--- src/rtl/fetch_stage_pkg.sv ---
// Shared constants and types for the instruction-fetch stage.
package fetch_stage_pkg;

   localparam logic [31:0] NOP_INSTR        = 32'h0000_0013;
   localparam logic [31:0] RESET_PC_DEFAULT = 32'h0000_0000;

   localparam logic [1:0] PCSRC_PLUS4  = 2'b00;
   localparam logic [1:0] PCSRC_TARGET = 2'b01;
   localparam logic [1:0] PCSRC_TRAP   = 2'b10;
   localparam logic [1:0] PCSRC_RSVD   = 2'b11;

   typedef enum logic [1:0] {
      ST_BOOT  = 2'd0,
      ST_FETCH = 2'd1,
      ST_HOLD  = 2'd2,
      ST_DROP  = 2'd3
   } fetch_state_e;

   function automatic logic [31:0] word_align(input logic [31:0] addr);
      return {addr[31:2], 2'b00};
   endfunction

endpackage

--- src/rtl/fetch_stage_if.sv ---
// Instruction-memory request/response bus; fetch side is master, memory is slave.
interface fetch_stage_if #(parameter int XLEN = 32);
   logic            imemReq;
   logic [XLEN-1:0] imemAddr;
   logic            imemReady;
   logic [XLEN-1:0] imemRdata;

   modport master (output imemReq, imemAddr, input imemReady, imemRdata);
   modport slave  (input imemReq, imemAddr, output imemReady, imemRdata);
endinterface

--- src/rtl/fetch_stage_if_id_reg.sv ---
// IF/ID pipeline register: clr or an empty load inserts a NOP bubble, en=0 freezes contents.
// One cycle latency; no backpressure of its own (the enable is the stall).
module if_id_reg
   import fetch_stage_pkg::*;
#(
   parameter int XLEN = 32
) (
   input  logic            clk,
   input  logic            rst,
   input  logic            en,
   input  logic            clr,
   input  logic            load_vld,
   input  logic [31:0]     load_instr,
   input  logic [XLEN-1:0] load_pc,
   output logic [31:0]     instr,
   output logic [XLEN-1:0] pc,
   output logic [XLEN-1:0] pc_plus4,
   output logic            vld
);

   logic [31:0]     instr_q, instr_d;
   logic [XLEN-1:0] pc_q, pc_d;
   logic [XLEN-1:0] pc_plus4_q, pc_plus4_d;
   logic            vld_q, vld_d;

   always_comb begin
      instr_d    = instr_q;
      pc_d       = pc_q;
      pc_plus4_d = pc_plus4_q;
      vld_d      = vld_q;
      if (clr || (en && !load_vld)) begin
         instr_d    = NOP_INSTR;
         pc_d       = '0;
         pc_plus4_d = '0;
         vld_d      = 1'b0;
      end else if (en) begin
         instr_d    = load_instr;
         pc_d       = load_pc;
         pc_plus4_d = load_pc + XLEN'(4);
         vld_d      = 1'b1;
      end
   end

   always_ff @(posedge clk) begin
      if (rst) begin
         instr_q    <= NOP_INSTR;
         pc_q       <= '0;
         pc_plus4_q <= '0;
         vld_q      <= 1'b0;
      end else begin
         instr_q    <= instr_d;
         pc_q       <= pc_d;
         pc_plus4_q <= pc_plus4_d;
         vld_q      <= vld_d;
      end
   end

   assign instr    = instr_q;
   assign pc       = pc_q;
   assign pc_plus4 = pc_plus4_q;
   assign vld      = vld_q;

endmodule

--- src/rtl/fetch_stage.sv ---
// Fetch stage: owns the PC, issues imem requests, feeds decode via IF/ID one cycle after each response.
// Stall parks an accepted word in a one-entry skid buffer with req dropped; a redirect during an outstanding request drains the stale response.
module fetch_stage
   import fetch_stage_pkg::*;
#(
   parameter int              XLEN     = 32,
   parameter logic [XLEN-1:0] RESET_PC = RESET_PC_DEFAULT
) (
   input  logic                clk,
   input  logic                rst,
   input  logic                stall,
   input  logic                flush,
   input  logic                redirect,
   input  logic [1:0]          pcSrc,
   input  logic [XLEN-1:0]     pcTarget,
   input  logic [XLEN-1:0]     trapVec,
   fetch_stage_if.master       imem,
   output logic [31:0]         instrD,
   output logic [6:0]          opD,
   output logic [XLEN-1:0]     pcD,
   output logic [XLEN-1:0]     pcPlus4D,
   output logic                validD
);

   fetch_state_e    state_q, state_d;
   logic [XLEN-1:0] pc_q, pc_d;
   logic [XLEN-1:0] stale_addr_q, stale_addr_d;
   logic [XLEN-1:0] skid_pc_q, skid_pc_d;
   logic [31:0]     skid_instr_q, skid_instr_d;

   logic            imem_req;
   logic [XLEN-1:0] imem_addr;
   logic [XLEN-1:0] pc_plus4;
   logic [XLEN-1:0] new_pc;
   logic [XLEN-1:0] sel_pc;
   logic            id_vld;
   logic [31:0]     id_instr;
   logic [XLEN-1:0] id_pc;

   assign pc_plus4 = pc_q + XLEN'(4);

   always_comb begin
      sel_pc = pc_plus4;
      case (pcSrc)
         PCSRC_TARGET:             sel_pc = pcTarget;
         PCSRC_TRAP:               sel_pc = trapVec;
         PCSRC_PLUS4, PCSRC_RSVD:  sel_pc = pc_plus4;
         default:                  sel_pc = pc_plus4;
      endcase
      new_pc = word_align(sel_pc);
   end

   always_comb begin
      state_d      = state_q;
      pc_d         = pc_q;
      stale_addr_d = stale_addr_q;
      skid_pc_d    = skid_pc_q;
      skid_instr_d = skid_instr_q;
      imem_req     = 1'b0;
      imem_addr    = pc_q;
      id_vld       = 1'b0;
      id_instr     = NOP_INSTR;
      id_pc        = pc_q;

      case (state_q)
         ST_BOOT: begin
            state_d = ST_FETCH;
            if (redirect) pc_d = new_pc;
         end
         ST_FETCH: begin
            imem_req = 1'b1;
            if (redirect) begin
               pc_d = new_pc;
               // Memory still owes a response for pc_q; keep presenting it until it arrives.
               if (!imem.imemReady) begin
                  state_d      = ST_DROP;
                  stale_addr_d = pc_q;
               end
            end else if (flush) begin
               state_d = ST_FETCH;
            end else if (imem.imemReady) begin
               pc_d = pc_plus4;
               if (stall) begin
                  skid_instr_d = imem.imemRdata;
                  skid_pc_d    = pc_q;
                  state_d      = ST_HOLD;
               end else begin
                  id_vld   = 1'b1;
                  id_instr = imem.imemRdata;
                  id_pc    = pc_q;
               end
            end
         end
         ST_HOLD: begin
            if (redirect) begin
               pc_d    = new_pc;
               state_d = ST_FETCH;
            end else if (flush) begin
               state_d = ST_FETCH;
            end else if (!stall) begin
               id_vld   = 1'b1;
               id_instr = skid_instr_q;
               id_pc    = skid_pc_q;
               state_d  = ST_FETCH;
            end
         end
         ST_DROP: begin
            imem_req  = 1'b1;
            imem_addr = stale_addr_q;
            if (redirect)        pc_d    = new_pc;
            if (imem.imemReady)  state_d = ST_FETCH;
         end
         default: state_d = ST_BOOT;
      endcase
   end

   always_ff @(posedge clk) begin
      if (rst) begin
         state_q      <= ST_BOOT;
         pc_q         <= RESET_PC;
         stale_addr_q <= '0;
         skid_pc_q    <= '0;
         skid_instr_q <= NOP_INSTR;
      end else begin
         state_q      <= state_d;
         pc_q         <= pc_d;
         stale_addr_q <= stale_addr_d;
         skid_pc_q    <= skid_pc_d;
         skid_instr_q <= skid_instr_d;
      end
   end

   assign imem.imemReq  = imem_req;
   assign imem.imemAddr = imem_addr;

   if_id_reg #(.XLEN(XLEN)) u_if_id (
      .clk        (clk),
      .rst        (rst),
      .en         (!stall),
      .clr        (flush | redirect),
      .load_vld   (id_vld),
      .load_instr (id_instr),
      .load_pc    (id_pc),
      .instr      (instrD),
      .pc         (pcD),
      .pc_plus4   (pcPlus4D),
      .vld        (validD)
   );

   assign opD = instrD[6:0];

endmodule

--- src/flat_wrapper.sv ---
// flat-port wrapper written by rule: the top's interface ports become plain ports
module fetch_stage_flat import fetch_stage_pkg::*;
#(
   parameter int              XLEN     = 32,
   parameter logic [XLEN-1:0] RESET_PC = RESET_PC_DEFAULT
)
  (clk, rst, stall, flush, redirect, pcSrc, pcTarget, trapVec, instrD, opD, pcD, pcPlus4D, validD, imem_imemReq, imem_imemAddr, imem_imemReady, imem_imemRdata);
  fetch_stage_if #(.XLEN(XLEN)) imem_i ();
  input  logic clk;
  input  logic rst;
  input  logic stall;
  input  logic flush;
  input  logic redirect;
  input  logic [1:0] pcSrc;
  input  logic [XLEN-1:0] pcTarget;
  input  logic [XLEN-1:0] trapVec;
  output logic [31:0] instrD;
  output logic [6:0] opD;
  output logic [XLEN-1:0] pcD;
  output logic [XLEN-1:0] pcPlus4D;
  output logic validD;
  output wire logic [$bits(imem_i.imemReq)-1:0] imem_imemReq;
  output wire logic [$bits(imem_i.imemAddr)-1:0] imem_imemAddr;
  input wire logic [$bits(imem_i.imemReady)-1:0] imem_imemReady;
  input wire logic [$bits(imem_i.imemRdata)-1:0] imem_imemRdata;
  assign imem_imemReq = imem_i.imemReq;
  assign imem_imemAddr = imem_i.imemAddr;
  assign imem_i.imemReady = imem_imemReady;
  assign imem_i.imemRdata = imem_imemRdata;
  fetch_stage #(.XLEN(XLEN), .RESET_PC(RESET_PC)) u_core (.clk(clk), .rst(rst), .stall(stall), .flush(flush), .redirect(redirect), .pcSrc(pcSrc), .pcTarget(pcTarget), .trapVec(trapVec), .imem(imem_i), .instrD(instrD), .opD(opD), .pcD(pcD), .pcPlus4D(pcPlus4D), .validD(validD));
endmodule
--- config.mk ---
export PLATFORM = sky130hd
export DESIGN_NAME = fetch_stage_flat
export DESIGN_NICKNAME = d
export VERILOG_FILES = /design/src/rtl/fetch_stage_pkg.sv /design/src/rtl/fetch_stage_if.sv /design/src/rtl/fetch_stage_if_id_reg.sv /design/src/rtl/fetch_stage.sv /design/src/flat_wrapper.sv
export SDC_FILE = /design/constraint.sdc
export NUM_CORES = 1
export LEC_CHECK = 0
export ABC_CLOCK_PERIOD_IN_PS = 3000
export CORE_MARGIN = 3
export CORE_UTILIZATION = 45
export CTS_BUF_LIST = sky130_fd_sc_hd__clkbuf_8
export CTS_CLUSTER_SIZE = 20
export DETAILED_ROUTE_END_ITERATION = 16
export PLACE_DENSITY = 0.78
export RECOVER_POWER = 25
export SLEW_MARGIN = 25
export SYNTH_ARGS = -nofsm -noshare
export SYNTH_HDL_FRONTEND = slang
export SYNTH_HIERARCHICAL = 1
export SYNTH_SLANG_ARGS = --single-unit
--- constraint.sdc ---
create_clock -name clk -period 3 [get_ports clk]
set_input_delay 0.6 -clock clk [delete_from_list [all_inputs] [get_ports clk]]
set_output_delay 0.6 -clock clk [all_outputs]
set_load 0.05 [all_outputs]
# Word-level counts from Yosys, hierarchy flattened
# Cells that the tools add are included.
[classes]
n_mul = 0
eq_ne = 14
bitwise = 4
reduce_logical = 15
magnitude_cmp = 0
shifts = 0
n_div = 0
add_sub_neg = 2
mux = 35
[op_table]
columns = ["operator", "n"]
rows = [
  ["two-way mux 32 bit", 14],
  ["one-hot mux 32 bit (2 select lines)", 2],
  ["one-hot mux 32 bit (3 select lines)", 1],
  ["adder 32 x 3 -> 32 bit (second input constant)", 2],
  ["two-way mux 2 bit", 9],
  ["inequality test 4 bit (second input constant)", 3],
  ["AND reduction 5 bit", 2],
  ["inequality test 3 bit (second input constant)", 3],
  ["== test 2 bit (second input constant)", 4],
  ["one-hot mux 2 bit (4 select lines)", 1],
  ["two-way mux 1 bit", 7],
  ["AND reduction 3 bit", 2],
  ["OR reduction 2 bit", 3],
  ["== test 2 x 1 -> 1 bit (second input constant)", 2],
  ["zero test 2 bit", 2],
  ["AND reduction 4 bit", 1],
  ["NOT 1 bit", 3],
  ["OR reduction 3 bit", 1],
  ["zero test 1 bit", 2],
  ["inequality test 2 x 1 -> 1 bit (second input constant)", 1],
  ["inequality test 2 bit (second input constant)", 1],
  ["one-hot mux 1 bit (2 select lines)", 1],
  ["logical AND 1 bit", 1],
  ["logical OR 1 bit", 1],
  ["OR 1 bit", 1],
]
[word_totals]
elab_cells = 79
latch_bits = 0
ram_bits = 0
input_bits = 104
ff_bits = 227
mem_bits_ro = 0
n_memories = 0

# Depth between registers and ports, before layout
[depth]
word_depth = 9
depth_mapped = 13
ltp_nobuf = 10

# By module
# Netlist, hierarchy kept.
[by_module_without_submodules]
columns = ["mod", "area_per_inst_um2", "cells_each", "instances"]
rows = [
  ["fetch_stage", 7105.6, 938, 1],
  ["if_id_reg", 3823.7, 408, 1],
]

# Least setup slack after synthesis
# No wires, ideal clock.
[synth_path]
path_kind = "input port to flip-flop"
startpoint = "input port redirect"
endpoint = "register u_core.u_if_id.pc_plus4_q[28] (netlist: u_core/u_if_id/pc_plus4[28])"
cell_stages = 12
t_arrival_ns = 3.000
path_slack_ns = -0.077
path_cell_list = "clkbuf_1 nor3_1 and2_1 buf_2 buf_2 mux2_2 nand3_1 or4_4 buf_6 nor3_1 nor3_1 nor3_1"
[synth_rtl]
columns = ["element", "line_no", "rtl"]
rows = [
  ["start, declared", "flat_wrapper.sv:13", "input logic redirect;"],
  ["two-way mux 32 bit", "fetch_stage.sv:95", "if (redirect) begin"],
  ["two-way mux 32 bit", "--", ""],
  ["via u_core.id_pc[7]", "fetch_stage.sv:38", "logic [XLEN-1:0] id_pc;"],
  ["adder 32 x 3 -> 32 bit", "fetch_stage_if_id_reg.sv:39", "pc_plus4_d = load_pc + XLEN'(4);"],
  ["end signal, assigned", "fetch_stage_if_id_reg.sv:53", "pc_plus4_q <= pc_plus4_d;"],
  ["end, declared", "fetch_stage_if_id_reg.sv:23", "logic [XLEN-1:0] pc_plus4_q, pc_plus4_d;"],
]
# The timed path passes the listed nets, and every way through them passes these cells.
# A chain may end at the register's enable or synchronous reset.

# Worst setup path after layout
[layout_path]
startpoint = "input port flush"
endpoint = "register u_core.u_if_id.pc_plus4_q[30] (netlist: u_core/u_if_id/pc_plus4[30])"
[layout_rtl]
columns = ["element", "line_no", "rtl"]
rows = [
  ["start, declared", "flat_wrapper.sv:12", "input logic flush;"],
  ["two-way mux 32 bit", "fetch_stage.sv:98", "end else if (flush) begin"],
  ["two-way mux 32 bit", "fetch_stage.sv:95", ""],
  ["two-way mux 32 bit", "--", ""],
  ["via u_core.id_pc[4]", "fetch_stage.sv:38", ""],
  ["adder 32 x 3 -> 32 bit", "fetch_stage_if_id_reg.sv:39", ""],
]
# The timed path passes the listed nets, and every way through them passes these cells.

==> impl_metrics.env <==
export IMPL_finalWorstSetupSlack_ps=117
export IMPL_synth_seq_cells=221
export IMPL_placed_cell_area_um2=14300
export IMPL_cts_sinks=221
export IMPL_critPathSlowestCell="or4_4"
export IMPL_initial_core_util_pct=46.1
export IMPL_grt_max_degree=82
export IMPL_required_ps=3430
export IMPL_path_common_cell="nor3_1"
export IMPL_synthCells=1346
export IMPL_cts_max_path_buffers=3
export IMPL_cp_top_family="simple AND/OR/NAND/NOR gates"
export IMPL_cap_violations=0
export IMPL_die_area_um2=26200
export IMPL_dr_pass1_iters=5
export IMPL_drive_gt1_share_pct=16.5
export IMPL_pre_cts_slack_ps=-470
export IMPL_yosysMostFrequentCell="nand2_1"
export IMPL_synthArstFlopShare_pct=0
export IMPL_setup_viol=0
export IMPL_yosys_cell_types_count=72
export IMPL_place_hpwl_um=24400
export IMPL_critPathMaxFanout=8
export IMPL_total_power_w=0.00657
export IMPL_core_area_um2=23700
export IMPL_max_stage_delay_ps=600
export IMPL_wl_per_cell_um=17.5
export IMPL_io_pins=241
export IMPL_clk_pin_slew_ps=60
export IMPL_status="complete, no violations"
export IMPL_crit_type="in -> reg"
export IMPL_yosys_area_top_type="dfxtp_1"
export IMPL_cp_num_buf_inv=3
export IMPL_crit_path_start_kind="input pin"
export IMPL_drt_met1_wl_um=14600
export IMPL_rows=56
export IMPL_whs_ps=452
export IMPL_first_iter_violations=954
export IMPL_finClkSkew_ps=23.3
export IMPL_grt_usage_pct=25.2
export IMPL_tns_ps=0
export IMPL_fin_crit_ps=2880
export IMPL_tritoncts="done"
export IMPL_end_kind="flop"
export IMPL_portBuffers=234
export IMPL_drc_errors=0
export IMPL_worstMarginPinSlew_ps=1460
export IMPL_grt_pass1_wl_um=54400
export IMPL_leakagePower_nw=5.53
export IMPL_netlist_area_um2=10900
export IMPL_synth_area_top_cells="dfxtp_1 (40%), nand2_1 (8.2%), a21oi_1 (6.1%)"
export IMPL_viasPerCell=5.60
export IMPL_rsz0062_at_grt="false"
export IMPL_antenna_found_initial=0
export IMPL_routed_top_layer="met4"
export IMPL_drtAntennaViolNets=0
export IMPL_die_w_um=162
export IMPL_finalHoldViolations=0
export IMPL_final_max_slew_viol_count=0
export IMPL_clock_latency_ps=530
export IMPL_dr_wl_met3_um=2190
export IMPL_arrival_ps=3320
export IMPL_fin_area_um2=15000
export IMPL_cts_htree_levels=2
export IMPL_crit_path_cell_trace="clkdlybuf4s50_1 -> nor3_4 -> and2_4 -> buf_4 -> mux2_2 -> nand4_1 -> or4_4 -> buf_4 -> nor3_1 -> nor3_1 -> nor3_1"
export IMPL_overflow=0
export IMPL_yosysTopAreaCellShare_pct=40.5
export IMPL_wl_met2_um=16300
export IMPL_fmax_mhz=347
export IMPL_yosys_most_used_dff="dfxtp_1"
export IMPL_yosys_warnings=6
export IMPL_synth_seq_area_share_pct=40.5
export IMPL_num_nets_final=1715
export IMPL_slew_headroom_pct=2.87
export IMPL_routed_wl_um=34000
export IMPL_via_count=10900
export IMPL_worstHoldPathType="reg -> reg"
export IMPL_cts_root_buf="clkbuf_8"
export IMPL_first_global_vias=10600
export IMPL_cellPowerDensity_nw_per_um2=438
export IMPL_period_share_pct=96.1
export IMPL_numCtsBuffers=37
export IMPL_postSynthAreaPerCell_um2=8.12
export IMPL_fp_dieH_um=162
export IMPL_n_antenna_cell=0
export IMPL_synthTopCellsByCount="nand2_1 (238), dfxtp_1 (221), a21oi_1 (133), nor2_1 (133), clkbuf_1 (69)"
export IMPL_synth_edf_count=0
export IMPL_ir_drop_v=0.000321
export IMPL_gp_congestion=0.918
export IMPL_area_growth_pct=37.0
-- tightest hold or removal path: stages (launching register included) --
cell     delay (ps)
dfxtp_1         300
nand2_1          50
a21oi_1          50
-- sequential cells by signal, summed over array words and instances (netlist names) --
register                 flops
u_core/u_if_id/instr        32
u_core/u_if_id/pc           32
u_core/stale_addr_q         30
u_core/pc_q                 30
u_core/skid_instr_q         32
u_core/u_if_id/pc_plus4     30
u_core/state_q               2
u_core/skid_pc_q            32
u_core/u_if_id/vld           1
-- metrics by stage --
step	instances	utilization, %
finish	1946	63.2
floorplan	1347	-
detailed placement	1882	60.4
CTS	1944	63.2
global route	1946	63.2
global placement	1882	60.4
-- routing by layer --
metal / GRT usage, % / vias to the layer above
met3: 3.93 / 72
li1: - / 5215
met1: 33.2 / 5197
met2: 41.9 / 407
met5: 0 / -
met4: 9.07 / 0
-- power breakdown --
part           switching [W]  internal (W)
Clock                0.00117       0.00132
Combinational       0.000570      0.000474
Sequential         0.0000591       0.00298
-- area by class of cell --
class | count | area [µm²]
flip-flops and latches | 221 | 4420
well taps | 319 | 399
clock inverters | 18 | 71.3
inverters | 18 | 70.1
fillers | 2064 | 8710
multi-input cells | 987 | 5920
clock buffers | 44 | 606
repair buffers | 339 | 3480
-- cell families (layout without fill, tap and decap cells) --
family	Yosys count	count (layout)	synth area share [%]
compound gates	316	316	17.7
buf+inv	139	419	5.72
other cells	1	2	0.0343
simple gates	520	520	21.8
flops	221	221	40.5
mux	121	121	11.7
xor+xnor	21	21	1.68
fa+ha+maj	7	7	0.801
-- worst paths after layout --
path,from,to,slack [ps],cells after the start
worst max-delay path,flush,u_core/u_if_id/pc_plus4[30]$_SDFFE_PP0P_,120,11
worst min-delay path,u_core/stale_addr_q[25]$_SDFFE_PP0P_,u_core/stale_addr_q[25]$_SDFFE_PP0P_,450,2
worst max register to register,u_core/state_q[0]$_SDFFE_PP0P_,u_core/u_if_id/pc_plus4[30]$_SDFFE_PP0P_,320,11
worst min register to register,u_core/stale_addr_q[25]$_SDFFE_PP0P_,u_core/stale_addr_q[25]$_SDFFE_PP0P_,450,2
-- placed cells by master, fill, tap and decap left out, types with 3 or more instances in the layout --
cell type	n
o21ai_0	58
nand3b_1	9
ha_1	7
and3_1	13
mux2_2	55
buf_12	35
a211oi_1	15
mux2i_1	66
nor2_2	3
a21oi_1	133
a22o_1	4
nor3_1	18
nand2b_1	9
or2_2	6
a31oi_1	4
o22ai_1	7
and4_1	3
a22oi_1	56
inv_1	34
clkbuf_8	44
o221a_2	5
clkdlybuf4s50_1	201
nor2_1	131
nand2_1	238
xnor2_1	8
o32ai_1	7
a221oi_1	4
a2111oi_0	3
o2bb2ai_1	3
nor4_1	11
buf_4	98
dfxtp_1	221
nand4_1	13
nand3_1	27
nor2b_1	5
and2_1	9
xor2_1	13
or3_1	3
-- what timing repair did --
item                       4_1_cts  5_1_grt
hold buffers                     0        0
setup endpoints to repair        0        8
hold endpoints to repair         0        0
gates resized for setup          0        3
buffers inserted                 0        2
Note: power is estimated with default switching activity, not from simulation.
